[config.mk]
export PLATFORM = sky130hd
export DESIGN_NAME = vga_scan_out_flat
export DESIGN_NICKNAME = d
export VERILOG_FILES = /design/src/rtl/vga_pkg.sv /design/src/rtl/vga_scan_out_if.sv /design/src/rtl/vga_timing_counter.sv /design/src/rtl/vga_scan_out.sv /design/src/flat_wrapper.sv
export SDC_FILE = /design/constraint.sdc
export NUM_CORES = 1
export LEC_CHECK = 0
export ABC_CLOCK_PERIOD_IN_PS = 5300
export CAP_MARGIN = 20
export CORE_ASPECT_RATIO = 0.5
export CORE_MARGIN = 10
export CORE_UTILIZATION = 60
export CTS_BUF_LIST = sky130_fd_sc_hd__clkbuf_16
export CTS_CLUSTER_SIZE = 12
export DETAILED_ROUTE_END_ITERATION = 12
export DONT_BUFFER_PORTS = 1
export PLACE_DENSITY = 0.76
export SLEW_MARGIN = 20
export SYNTH_ARGS = -nofsm -noshare
export SYNTH_HDL_FRONTEND = slang
export SYNTH_SLANG_ARGS = --single-unit
[constraint.sdc]
create_clock -name clock -period 5.3 [get_ports clock]
set_input_delay 0.795 -clock clock [delete_from_list [all_inputs] [get_ports clock]]
set_output_delay 0.795 -clock clock [all_outputs]
set_load 0.1 [all_outputs]
[src/rtl/vga_pkg.sv]
// Shared timing constants and pixel type for the 12-bit RGB display path.
// Consumed by vga_scan_out, its timing counter and pixel_operator.
package vga_pkg;
   localparam int RGB_W = 12;

   localparam int VGA_CLK_DIV  = 4;
   localparam int VGA_H_ACTIVE = 640;
   localparam int VGA_H_FP     = 16;
   localparam int VGA_H_SYNC   = 96;
   localparam int VGA_H_BP     = 48;
   localparam int VGA_V_ACTIVE = 480;
   localparam int VGA_V_FP     = 10;
   localparam int VGA_V_SYNC   = 2;
   localparam int VGA_V_BP     = 33;

   typedef logic [RGB_W-1:0] rgb_t;
endpackage

[src/rtl/vga_scan_out_if.sv]
// Frame-buffer / operator / pin bundle of vga_scan_out.
// master is the scan-out side, slave is the frame-buffer, operator and pin side.
interface vga_scan_out_if
   import vga_pkg::*;
#(
   parameter int ADDR_W = 15
);
   logic [1:0]        mode_in;
   logic [1:0]        mode_out;
   logic [ADDR_W-1:0] fb_addr;
   rgb_t              pixel_in;
   rgb_t              vga_rgb;
   logic              vga_hsync;
   logic              vga_vsync;
   logic              frame_start;

   modport master (
      input  mode_in, pixel_in,
      output mode_out, fb_addr, vga_rgb, vga_hsync, vga_vsync, frame_start
   );
   modport slave (
      output mode_in, pixel_in,
      input  mode_out, fb_addr, vga_rgb, vga_hsync, vga_vsync, frame_start
   );
endinterface

[src/rtl/vga_timing_counter.sv]
// Pixel divider plus h/v raster counters; decodes are for the position the
// counters move to on the current tick, so callers can register them in step.
module vga_timing_counter
   import vga_pkg::*;
#(
   parameter int CLK_DIV  = VGA_CLK_DIV,
   parameter int H_ACTIVE = VGA_H_ACTIVE,
   parameter int H_FP     = VGA_H_FP,
   parameter int H_SYNC   = VGA_H_SYNC,
   parameter int H_BP     = VGA_H_BP,
   parameter int V_ACTIVE = VGA_V_ACTIVE,
   parameter int V_FP     = VGA_V_FP,
   parameter int V_SYNC   = VGA_V_SYNC,
   parameter int V_BP     = VGA_V_BP,
   localparam int H_TOTAL = H_ACTIVE + H_FP + H_SYNC + H_BP,
   localparam int V_TOTAL = V_ACTIVE + V_FP + V_SYNC + V_BP,
   localparam int H_W     = $clog2(H_TOTAL),
   localparam int V_W     = $clog2(V_TOTAL),
   localparam int D_W     = $clog2(CLK_DIV)
) (
   input  logic           clock,
   input  logic           reset_n,
   output logic           tick,
   output logic [H_W-1:0] h_nxt,
   output logic [V_W-1:0] v_nxt,
   output logic           active_nxt,
   output logic           hsync_nxt,
   output logic           vsync_nxt,
   output logic           sof_nxt,
   output logic           frame_start
);
   logic [D_W-1:0] div_cnt;
   logic [H_W-1:0] h_cnt;
   logic [V_W-1:0] v_cnt;

   assign tick = (div_cnt == D_W'(CLK_DIV - 1));

   always_comb begin
      h_nxt = h_cnt + 1'b1;
      v_nxt = v_cnt;
      if (int'(h_cnt) == H_TOTAL - 1) begin
         h_nxt = '0;
         v_nxt = (int'(v_cnt) == V_TOTAL - 1) ? '0 : v_cnt + 1'b1;
      end
   end

   always_comb begin
      active_nxt = (int'(h_nxt) < H_ACTIVE) && (int'(v_nxt) < V_ACTIVE);
      hsync_nxt  = (int'(h_nxt) >= H_ACTIVE + H_FP) &&
                   (int'(h_nxt) <  H_ACTIVE + H_FP + H_SYNC);
      vsync_nxt  = (int'(v_nxt) >= V_ACTIVE + V_FP) &&
                   (int'(v_nxt) <  V_ACTIVE + V_FP + V_SYNC);
      sof_nxt    = (h_nxt == '0) && (v_nxt == '0);
   end

   always_ff @(posedge clock or negedge reset_n) begin
      if (!reset_n) begin
         div_cnt     <= '0;
         h_cnt       <= '0;
         v_cnt       <= '0;
         frame_start <= 1'b0;
      end else begin
         div_cnt     <= tick ? '0 : div_cnt + 1'b1;
         frame_start <= tick && sof_nxt;
         if (tick) begin
            h_cnt <= h_nxt;
            v_cnt <= v_nxt;
         end
      end
   end
endmodule

[src/rtl/vga_scan_out.sv]
// VGA scan-out: window address fetch, one-pixel output stage aligning rgb with
// the syncs, and a per-frame latch of the operator mode.
module vga_scan_out
   import vga_pkg::*;
#(
   parameter int CLK_DIV  = VGA_CLK_DIV,
   parameter int H_ACTIVE = VGA_H_ACTIVE,
   parameter int H_FP     = VGA_H_FP,
   parameter int H_SYNC   = VGA_H_SYNC,
   parameter int H_BP     = VGA_H_BP,
   parameter int V_ACTIVE = VGA_V_ACTIVE,
   parameter int V_FP     = VGA_V_FP,
   parameter int V_SYNC   = VGA_V_SYNC,
   parameter int V_BP     = VGA_V_BP,
   parameter int WIN_X0   = 0,
   parameter int WIN_Y0   = 0,
   parameter int IMG_W    = 160,
   parameter int IMG_H    = 120,
   parameter int ADDR_W   = 15,
   localparam int H_W     = $clog2(H_ACTIVE + H_FP + H_SYNC + H_BP),
   localparam int V_W     = $clog2(V_ACTIVE + V_FP + V_SYNC + V_BP)
) (
   input  logic          clock,
   input  logic          reset_n,
   vga_scan_out_if.master bus
);
   logic           tick;
   logic [H_W-1:0] h_nxt;
   logic [V_W-1:0] v_nxt;
   logic           active_nxt, hsync_nxt, vsync_nxt, sof_nxt;
   logic           in_win_nxt;
   logic [ADDR_W-1:0] row_base, row_base_nxt, col_nxt;
   logic           win_d, hs_d, vs_d;

   vga_timing_counter #(
      .CLK_DIV (CLK_DIV),
      .H_ACTIVE(H_ACTIVE), .H_FP(H_FP), .H_SYNC(H_SYNC), .H_BP(H_BP),
      .V_ACTIVE(V_ACTIVE), .V_FP(V_FP), .V_SYNC(V_SYNC), .V_BP(V_BP)
   ) u_timing (
      .clock      (clock),
      .reset_n    (reset_n),
      .tick       (tick),
      .h_nxt      (h_nxt),
      .v_nxt      (v_nxt),
      .active_nxt (active_nxt),
      .hsync_nxt  (hsync_nxt),
      .vsync_nxt  (vsync_nxt),
      .sof_nxt    (sof_nxt),
      .frame_start(bus.frame_start)
   );

   // Row base steps by IMG_W at each line start inside the window rows, so
   // the address is row base plus column without any multiply.
   always_comb begin
      in_win_nxt = active_nxt &&
                   (int'(h_nxt) >= WIN_X0) && (int'(h_nxt) < WIN_X0 + IMG_W) &&
                   (int'(v_nxt) >= WIN_Y0) && (int'(v_nxt) < WIN_Y0 + IMG_H);
      row_base_nxt = row_base;
      if (h_nxt == '0) begin
         if (int'(v_nxt) == WIN_Y0)
            row_base_nxt = '0;
         else if (int'(v_nxt) > WIN_Y0)
            row_base_nxt = row_base + ADDR_W'(IMG_W);
      end
      col_nxt = ADDR_W'(int'(h_nxt) - WIN_X0);
   end

   always_ff @(posedge clock or negedge reset_n) begin
      if (!reset_n) begin
         row_base      <= '0;
         bus.fb_addr   <= '0;
         win_d         <= 1'b0;
         hs_d          <= 1'b0;
         vs_d          <= 1'b0;
         bus.vga_rgb   <= '0;
         bus.vga_hsync <= 1'b1;
         bus.vga_vsync <= 1'b1;
         bus.mode_out  <= 2'b00;
      end else if (tick) begin
         row_base      <= row_base_nxt;
         bus.fb_addr   <= in_win_nxt ? row_base_nxt + col_nxt : '0;
         win_d         <= in_win_nxt;
         hs_d          <= hsync_nxt;
         vs_d          <= vsync_nxt;
         // pixel_in now holds the data for the address issued one tick ago
         bus.vga_rgb   <= win_d ? bus.pixel_in : '0;
         bus.vga_hsync <= ~hs_d;
         bus.vga_vsync <= ~vs_d;
         if (sof_nxt)
            bus.mode_out <= bus.mode_in;
      end
   end
endmodule
[src/flat_wrapper.sv]
// flat-port wrapper written by rule: the top's interface ports become plain ports
module vga_scan_out_flat import vga_pkg::*;
#(
   parameter int CLK_DIV  = VGA_CLK_DIV,
   parameter int H_ACTIVE = VGA_H_ACTIVE,
   parameter int H_FP     = VGA_H_FP,
   parameter int H_SYNC   = VGA_H_SYNC,
   parameter int H_BP     = VGA_H_BP,
   parameter int V_ACTIVE = VGA_V_ACTIVE,
   parameter int V_FP     = VGA_V_FP,
   parameter int V_SYNC   = VGA_V_SYNC,
   parameter int V_BP     = VGA_V_BP,
   parameter int WIN_X0   = 0,
   parameter int WIN_Y0   = 0,
   parameter int IMG_W    = 160,
   parameter int IMG_H    = 120,
   parameter int ADDR_W   = 15,
   localparam int H_W     = $clog2(H_ACTIVE + H_FP + H_SYNC + H_BP),
   localparam int V_W     = $clog2(V_ACTIVE + V_FP + V_SYNC + V_BP)
)
  (clock, reset_n, bus_mode_in, bus_pixel_in, bus_mode_out, bus_fb_addr, bus_vga_rgb, bus_vga_hsync, bus_vga_vsync, bus_frame_start);
  vga_scan_out_if #(.ADDR_W(ADDR_W)) bus_i ();
  input  logic clock;
  input  logic reset_n;
  input wire logic [$bits(bus_i.mode_in)-1:0] bus_mode_in;
  input wire logic [$bits(bus_i.pixel_in)-1:0] bus_pixel_in;
  output wire logic [$bits(bus_i.mode_out)-1:0] bus_mode_out;
  output wire logic [$bits(bus_i.fb_addr)-1:0] bus_fb_addr;
  output wire logic [$bits(bus_i.vga_rgb)-1:0] bus_vga_rgb;
  output wire logic [$bits(bus_i.vga_hsync)-1:0] bus_vga_hsync;
  output wire logic [$bits(bus_i.vga_vsync)-1:0] bus_vga_vsync;
  output wire logic [$bits(bus_i.frame_start)-1:0] bus_frame_start;
  assign bus_i.mode_in = bus_mode_in;
  assign bus_i.pixel_in = bus_pixel_in;
  assign bus_mode_out = bus_i.mode_out;
  assign bus_fb_addr = bus_i.fb_addr;
  assign bus_vga_rgb = bus_i.vga_rgb;
  assign bus_vga_hsync = bus_i.vga_hsync;
  assign bus_vga_vsync = bus_i.vga_vsync;
  assign bus_frame_start = bus_i.frame_start;
  vga_scan_out #(.CLK_DIV(CLK_DIV), .H_ACTIVE(H_ACTIVE), .H_FP(H_FP), .H_SYNC(H_SYNC), .H_BP(H_BP), .V_ACTIVE(V_ACTIVE), .V_FP(V_FP), .V_SYNC(V_SYNC), .V_BP(V_BP), .WIN_X0(WIN_X0), .WIN_Y0(WIN_Y0), .IMG_W(IMG_W), .IMG_H(IMG_H), .ADDR_W(ADDR_W)) u_core (.clock(clock), .reset_n(reset_n), .bus(bus_i));
endmodule
* Word level (Yosys, flattened, before mapping)
Cells that the tools add are included.
** Cells by class
- Add/subtract/negate cells :: 5
- Divide/modulo/power cells :: 0
- Equal/unequal tests :: 3
- Bitwise gates (word level) :: 2
- Muxes and demuxes :: 9
- Shifts and indexed selects :: 0
- Magnitude comparators :: 9
- Reductions and logical operators :: 11
- $mul :: 0
** Operators by type and width (number)
- two-way mux 15 bit :: 4
- zero test 10 bit :: 3
- two-way mux 10 bit :: 3
- adder 10 x 1 -> 10 bit (second input constant) :: 2
- less-than comparator 10 bit (second input constant) :: 2
- less-than comparator 10 x 9 -> 1 bit (second input constant) :: 2
- adder 15 x 10 -> 15 bit :: 1
- adder 15 x 8 -> 15 bit (second input constant) :: 1
- two-way mux 12 bit :: 1
- equality test 10 bit (second input constant) :: 1
- equality test 10 x 9 -> 1 bit (second input constant) :: 1
- >= comparator 10 bit (second input constant) :: 1
- >= comparator 10 x 9 -> 1 bit (second input constant) :: 1
- greater-than comparator 10 x 1 -> 1 bit (second input constant) :: 1
- less-than comparator 10 x 7 -> 1 bit (second input constant) :: 1
- less-than comparator 10 x 8 -> 1 bit (second input constant) :: 1
- logical AND 1 bit :: 7
- adder 2 x 1 -> 2 bit (second input constant) :: 1
- equality test 2 bit (second input constant) :: 1
- two-way mux 2 bit :: 1
- inverter 1 bit :: 2
- AND reduction 2 bit :: 1
** Word-level totals
- Memories kept :: 0
- Bits of input ports :: 16
- Register bits after elaboration :: 72
- Bits in latches :: 0
- Memory bits (writable) :: 0
- Bits in read-only memories :: 0
- Logic and storage cells :: 52
- Output and inout bits :: 32

* Longest topological paths before layout
- Depth in word-level cells :: 9
- Mapped depth :: 23
- Gate-level depth less buffers :: 20

* Cells and area by module
From an unflattened synthesis, not the netlist that was laid out.
** Second synthesis, totals
- Cells, all modules :: 500
- Area, all modules :: 4593.2 um^2
** By module, submodules not included
- vga_scan_out :: instances 1, seq. area each 1228.7 um^2, area an instance 2830.2 um^2, cells each 294
- vga_timing_counter :: instances 1, seq. area each 575.6 um^2, area an instance 1762.9 um^2, cells each 206

* Worst setup path after synthesis
No wires, ideal clock.
- Kind :: reg2reg
- Start :: reg u_core.u_timing.h_cnt[0]
- End :: reg u_core.bus.fb_addr[11]
- Stages on the path, launching flop included :: 22
- Period minus slack after synthesis :: 4793 ps
- Arrival time :: 4652 ps
- Required time :: 5159 ps
- Library setup time :: 141 ps
- Slack :: 507 ps
- Path buffers :: 3
- Cells stage by stage :: dfrtp_1 > ha_1 > and4_1 > buf_4 > and3_1 > buf_4 > mux2_1 > o22ai_1 > o2111a_1 > nor3b_4 > buf_4 > nor2b_1 > ha_1 > a21o_1 > a21oi_1 > o21bai_1 > a2111oi_0 > nor3_1 > a2111oi_0 > nor3_1 > xnor2_1 > o22ai_1
** On the way
- Word-level cells in the longest chain between the ends :: 8
- Elaborated cells between the ends (all ways) :: 19
- Classes of those cells :: 2 x add/sub; 5 x order compare; 1 x eq/ne; 6 x mux; 5 x reduce/logical
** RTL lines
- from (decl) :: line vga_timing_counter.sv:33 : logic [H_W-1:0] h_cnt;
- from (signal assigned) :: line vga_timing_counter.sv:66 : h_cnt <= h_nxt;
- equality test 10 x 9 -> 1 bit :: line vga_timing_counter.sv:41 : if (int'(h_cnt) == H_TOTAL - 1) begin
- two-way mux 10 bit :: line vga_timing_counter.sv:41
- greater-than comparator 10 x 1 -> 1 bit :: line vga_scan_out.sv:62 : else if (int'(v_nxt) > WIN_Y0)
- two-way mux 15 bit :: line vga_scan_out.sv:62
- two-way mux 15 bit :: line vga_scan_out.sv:60 : if (int'(v_nxt) == WIN_Y0)
- two-way mux 15 bit * :: line vga_scan_out.sv:59 : if (h_nxt == '0) begin
- net u_core.row_base_nxt[1] :: line vga_scan_out.sv:32 : logic [ADDR_W-1:0] row_base, row_base_nxt, col_nxt;
- adder 15 x 10 -> 15 bit * :: line vga_scan_out.sv:81 : bus.fb_addr <= in_win_nxt ? row_base_nxt + col_nxt : '0;
- two-way mux 15 bit * :: line vga_scan_out.sv:81
- to (signal assigned) :: line vga_scan_out.sv:81
- to (decl) :: line vga_scan_out_if.sv:19 : output mode_out, fb_addr, vga_rgb, vga_hsync, vga_vsync, frame_start
Mark *: on every way through the listed nets, which the timed path passes. The rest lies on a longest branch.
A chain may end at the register's enable or synchronous reset.

* Final worst setup path
Same ends and word-level chain as after synthesis.

==> results.txt <==
----------------------------------------------------
[Outcome]
  Outcome ... finished clean

[Routing]
  Count of antenna-violating nets left after detailed routing ... 0
  Residual DRC count ... 0
  Routed wire length ... 9680 um
  Number of design-rule violations left by the first detailed-router iteration ... around 350
  Total via count in the routed design ... between 3000 and 4000
  Wirelength per Cell ... between 15 and 20 um
  Number of search-and-repair iterations in the first detailed-routing pass ... 4
  Number of vias per cell ... approximately 5.9

[Synth]
  Number of synthesized flops with an enable pin ... 0
  Number of cells produced by synthesis ... a little under 500
  Post-Syn Nets ... between 500 and 600
  Top flip-flop cell by instance count after synthesis ... sky130_fd_sc_hd__dfrtp_1
  FFs w/ async S/R, synth ... 100%
  Synth warn ... 0
  Post-synth design cell area ... between 0.004 and 0.005 sq mm
  Register area share after synthesis ... between 40% and 50%
  Number of storage elements in the synthesis netlist ... around 70
  Average cell area after synthesis ... between 9 and 10 sq um
  Count of cell types in the netlist ... 65

[Final layout]
  ANT cells ... 0
  Layout-stage area growth over the synthesis result ... 6.30%
  Share of post-route cells with drive strength above 1 ... around 11%
  Final instance count without filler cells ... 580
  Net count reported at finish ... 512

[Power and ir drop]
  Pwr Density ... 237 mW/mm^2
  Static power due to leakage ... 2.07 nW
  Maximum vdd drop ... around 0.18 mV

[Timing]
  Setup TNS ... 0 ps
  Count of final setup violators ... 0
  Worst slew margin ... between 30% and 40%
  Min cycle time layout ... ~4900 ps
  Actual transition at the worst max-transition pin ... approximately 970 ps
  Fmax achieved ... between 200 and 250 MHz
  RSZ-0062 raised after global routing ... no
  Period utilization ... 91.7%
  Count of pins over their slew limit ... 0
  Endpoints failing hold ... 0
  Maximum clock skew at final layout ... 5.66 ps

[Placement]
  Post-Place Cells ... roughly 560
  Final estimated routing congestion in global placement ... ~0.87
  Count of input and output buffers ... 0
  HPWL reported at the end of detailed placement ... a little under 7000 um

[CTS]
  Post-CTS Repair Setup Buffers ... 0
  Worst-skew pair later-pin latency ... between 300 and 400 ps
  CTS tree ... yes
  CTS buffer count ... 9
  Number of buffers between clock root and the deepest sink ... 2
  Total number of H-tree levels ... 3
  Buffer type at the clock tree root ... sky130_fd_sc_hd__clkbuf_16
  Clock sink count ... roughly 70
  Clock input transition at the sequential cells of the worst setup and hold paths ... 60 ps
  Number of buffers added to fix hold violations after cts ... 0

[Global route]
  Global-route usage over all layers ... between 10% and 20%
  Largest net degree at the start of global routing ... 82
  Global-route wire length before repair ... ~16000 um
  Total congestion overflow ... 0
  Via count of the first global-routing pass ... between 3000 and 4000
  Antenna violations before repair ... 0

[Job]
  Max Cap Violations ... 0

[Floorplanning]
  Width of the die ... approximately 140 um
  Initial standard-cell utilization of the core ... 61.3%
  Area of the core ... between 0.007 and 0.008 sq mm
  Core Rows ... 22
  Full die area ... 0.0115 sq mm
  Chip height ... slightly above 80 um
  I/O pin count ... 48

[Worst setup path]
  Depth of the worst register-to-register path ... 20
  Category of the most critical setup path ... flip-flop to flip-flop
  Endpoint type of the worst setup path ... flip-flop
  Critical path arrival ... between 5000 and 6000 ps
  Critical path fanouts, max ... 15
  Data required time of the critical path ... ~5500 ps
  Sort of element at the start of the critical path ... flip-flop

[Hold path]
  Kind of path behind the tightest hold check ... input pin to asynchronous set/reset pin

----------------------------------------------------
==> routing by layer <==
metal / vias up / track usage, % / wire, um
met5: - / 0 / 0
met4: 0 / 4.46 / 44
met3: 6 / 5.82 / 733
met2: 99 / 26.0 / 4250
met1: 1633 / 23.9 / 4650
li1: 1705 / - / -
==> state kept, by name (all words and copies together) (netlist names) <==
| register | count |
|---|---|
| u_core.u_timing.v_cnt | 10 |
| u_core.hs_d | 1 |
| u_core.bus.vga_rgb | 12 |
| u_core.u_timing.h_cnt | 10 |
| u_core.bus.vga_vsync | 1 |
| u_core.row_base | 15 |
| u_core.win_d | 1 |
| u_core.u_timing.frame_start | 1 |
| u_core.bus.vga_hsync | 1 |
| u_core.bus.fb_addr | 15 |
| u_core.bus.mode_out | 2 |
| u_core.u_timing.div_cnt | 2 |
| u_core.vs_d | 1 |
==> worst max-delay path, cell delays in order, from the launching register on <==
cell and delay (ps):
sky130_fd_sc_hd__dfrtp_1 440, sky130_fd_sc_hd__ha_1 280, sky130_fd_sc_hd__and4_2 340, sky130_fd_sc_hd__and3_2 310
sky130_fd_sc_hd__mux2_1 350, sky130_fd_sc_hd__o22ai_1 150, sky130_fd_sc_hd__o2111a_1 250, sky130_fd_sc_hd__nor3b_4 200
sky130_fd_sc_hd__buf_4 240, sky130_fd_sc_hd__nor2b_1 70, sky130_fd_sc_hd__ha_1 190, sky130_fd_sc_hd__a21o_1 160
sky130_fd_sc_hd__a21oi_1 220, sky130_fd_sc_hd__o21bai_1 110, sky130_fd_sc_hd__a2111oi_1 490, sky130_fd_sc_hd__nor3_1 110
sky130_fd_sc_hd__a2111oi_1 340, sky130_fd_sc_hd__buf_4 190, sky130_fd_sc_hd__nor3_1 50, sky130_fd_sc_hd__xnor2_1 130
sky130_fd_sc_hd__o22ai_1 80
==> cell usage after synthesis (all sizes together) (9+ instances only) <==
library cell	n	area share [%]
a21oi	13	1.5
and3	10	1.4
buf	18	2.3
clkbuf	15	1.3
dfrtp	70	39
ha	16	4.5
inv	46	3.9
mux2	14	3.5
nand2	34	2.9
nand3	28	3.1
nand4	9	1.3
nor2	35	3.0
nor3	9	1.0
o21ai	30	3.4
o22ai	18	2.5
xnor2	29	5.7
==> layout by cell type (no fill, tap or decap), types with 15 or more instances in the layout <==
cell	synthesis	final
sky130_fd_sc_hd__o22ai_1	18	18
sky130_fd_sc_hd__nor2_1	34	34
sky130_fd_sc_hd__dfrtp_1	70	70
sky130_fd_sc_hd__ha_1	16	15
sky130_fd_sc_hd__xnor2_1	29	29
sky130_fd_sc_hd__nand2_1	34	34
sky130_fd_sc_hd__inv_1	46	49
sky130_fd_sc_hd__o21ai_0	27	26
sky130_fd_sc_hd__nand3_1	28	28
==> worst paths after layout <==
path / start / to / slack, ps
max: u_core.u_timing.h_cnt[0] / u_core.bus.fb_addr[11] / 440
min: reset_n / u_core.bus.fb_addr[6] / 160
max reg2reg: u_core.u_timing.h_cnt[0] / u_core.bus.fb_addr[11] / 440
min reg2reg: u_core.u_timing.div_cnt[0] / u_core.u_timing.div_cnt[0] / 440
max in group asynchronous: reset_n / u_core.bus.vga_vsync / 4940
min in group clock: u_core.u_timing.div_cnt[0] / u_core.u_timing.div_cnt[0] / 440
==> timing repair <==
item,in CTS,in global routing
resized for setup,0,5
endpoints found under the hold margin,0,0
setup endpoints to repair,0,6
==> logic make-up after synthesis <==
family          count (synthesis)  share of synthesized area [%]
simple gates                  166                           19.8
buf+inv                        79                           7.39
compound gates                106                           16.0
mux                            18                           4.42
xor+xnor                       36                           7.06
flops                          72                           40.4
fa+ha+maj                      17                           4.93
==> area by class of cell <==
| class | count | area (sq um) |
|---|---|---|
| Fill cell | 566 | 2540 |
| Multi-Input combinational cell | 343 | 2340 |
| Sequential cell | 72 | 1800 |
| Clock buffer | 9 | 225 |
| Inverter | 46 | 173 |
| Tap cell | 96 | 120 |
| Timing Repair Buffer | 7 | 52.6 |
| Clock inverter | 7 | 33.8 |
==> report_power, final <==
part,switching (mW),internal [mW]
sequential,0.0386,0.554
combinational,0.00215,0.00175
clock,0.222,0.309
total,0.263,0.864
==> stage by stage <==
stage	util [%]	cell area, sq um	worst slack (ps)	power [mW]	hold slack, ps
6_report	65.1	4750	440	1.13	160
4_1_cts	65.0	4740	211	1.14	154
3_5_place_dp	61.5	4490	254	0.607	435
3_3_place_gp	61.5	4490	324	0.606	427
5_1_grt	65.1	4750	21.3	1.16	147
2_1_floorplan	-	4470	507	0.605	403
(Power assumes the default switching activity.)
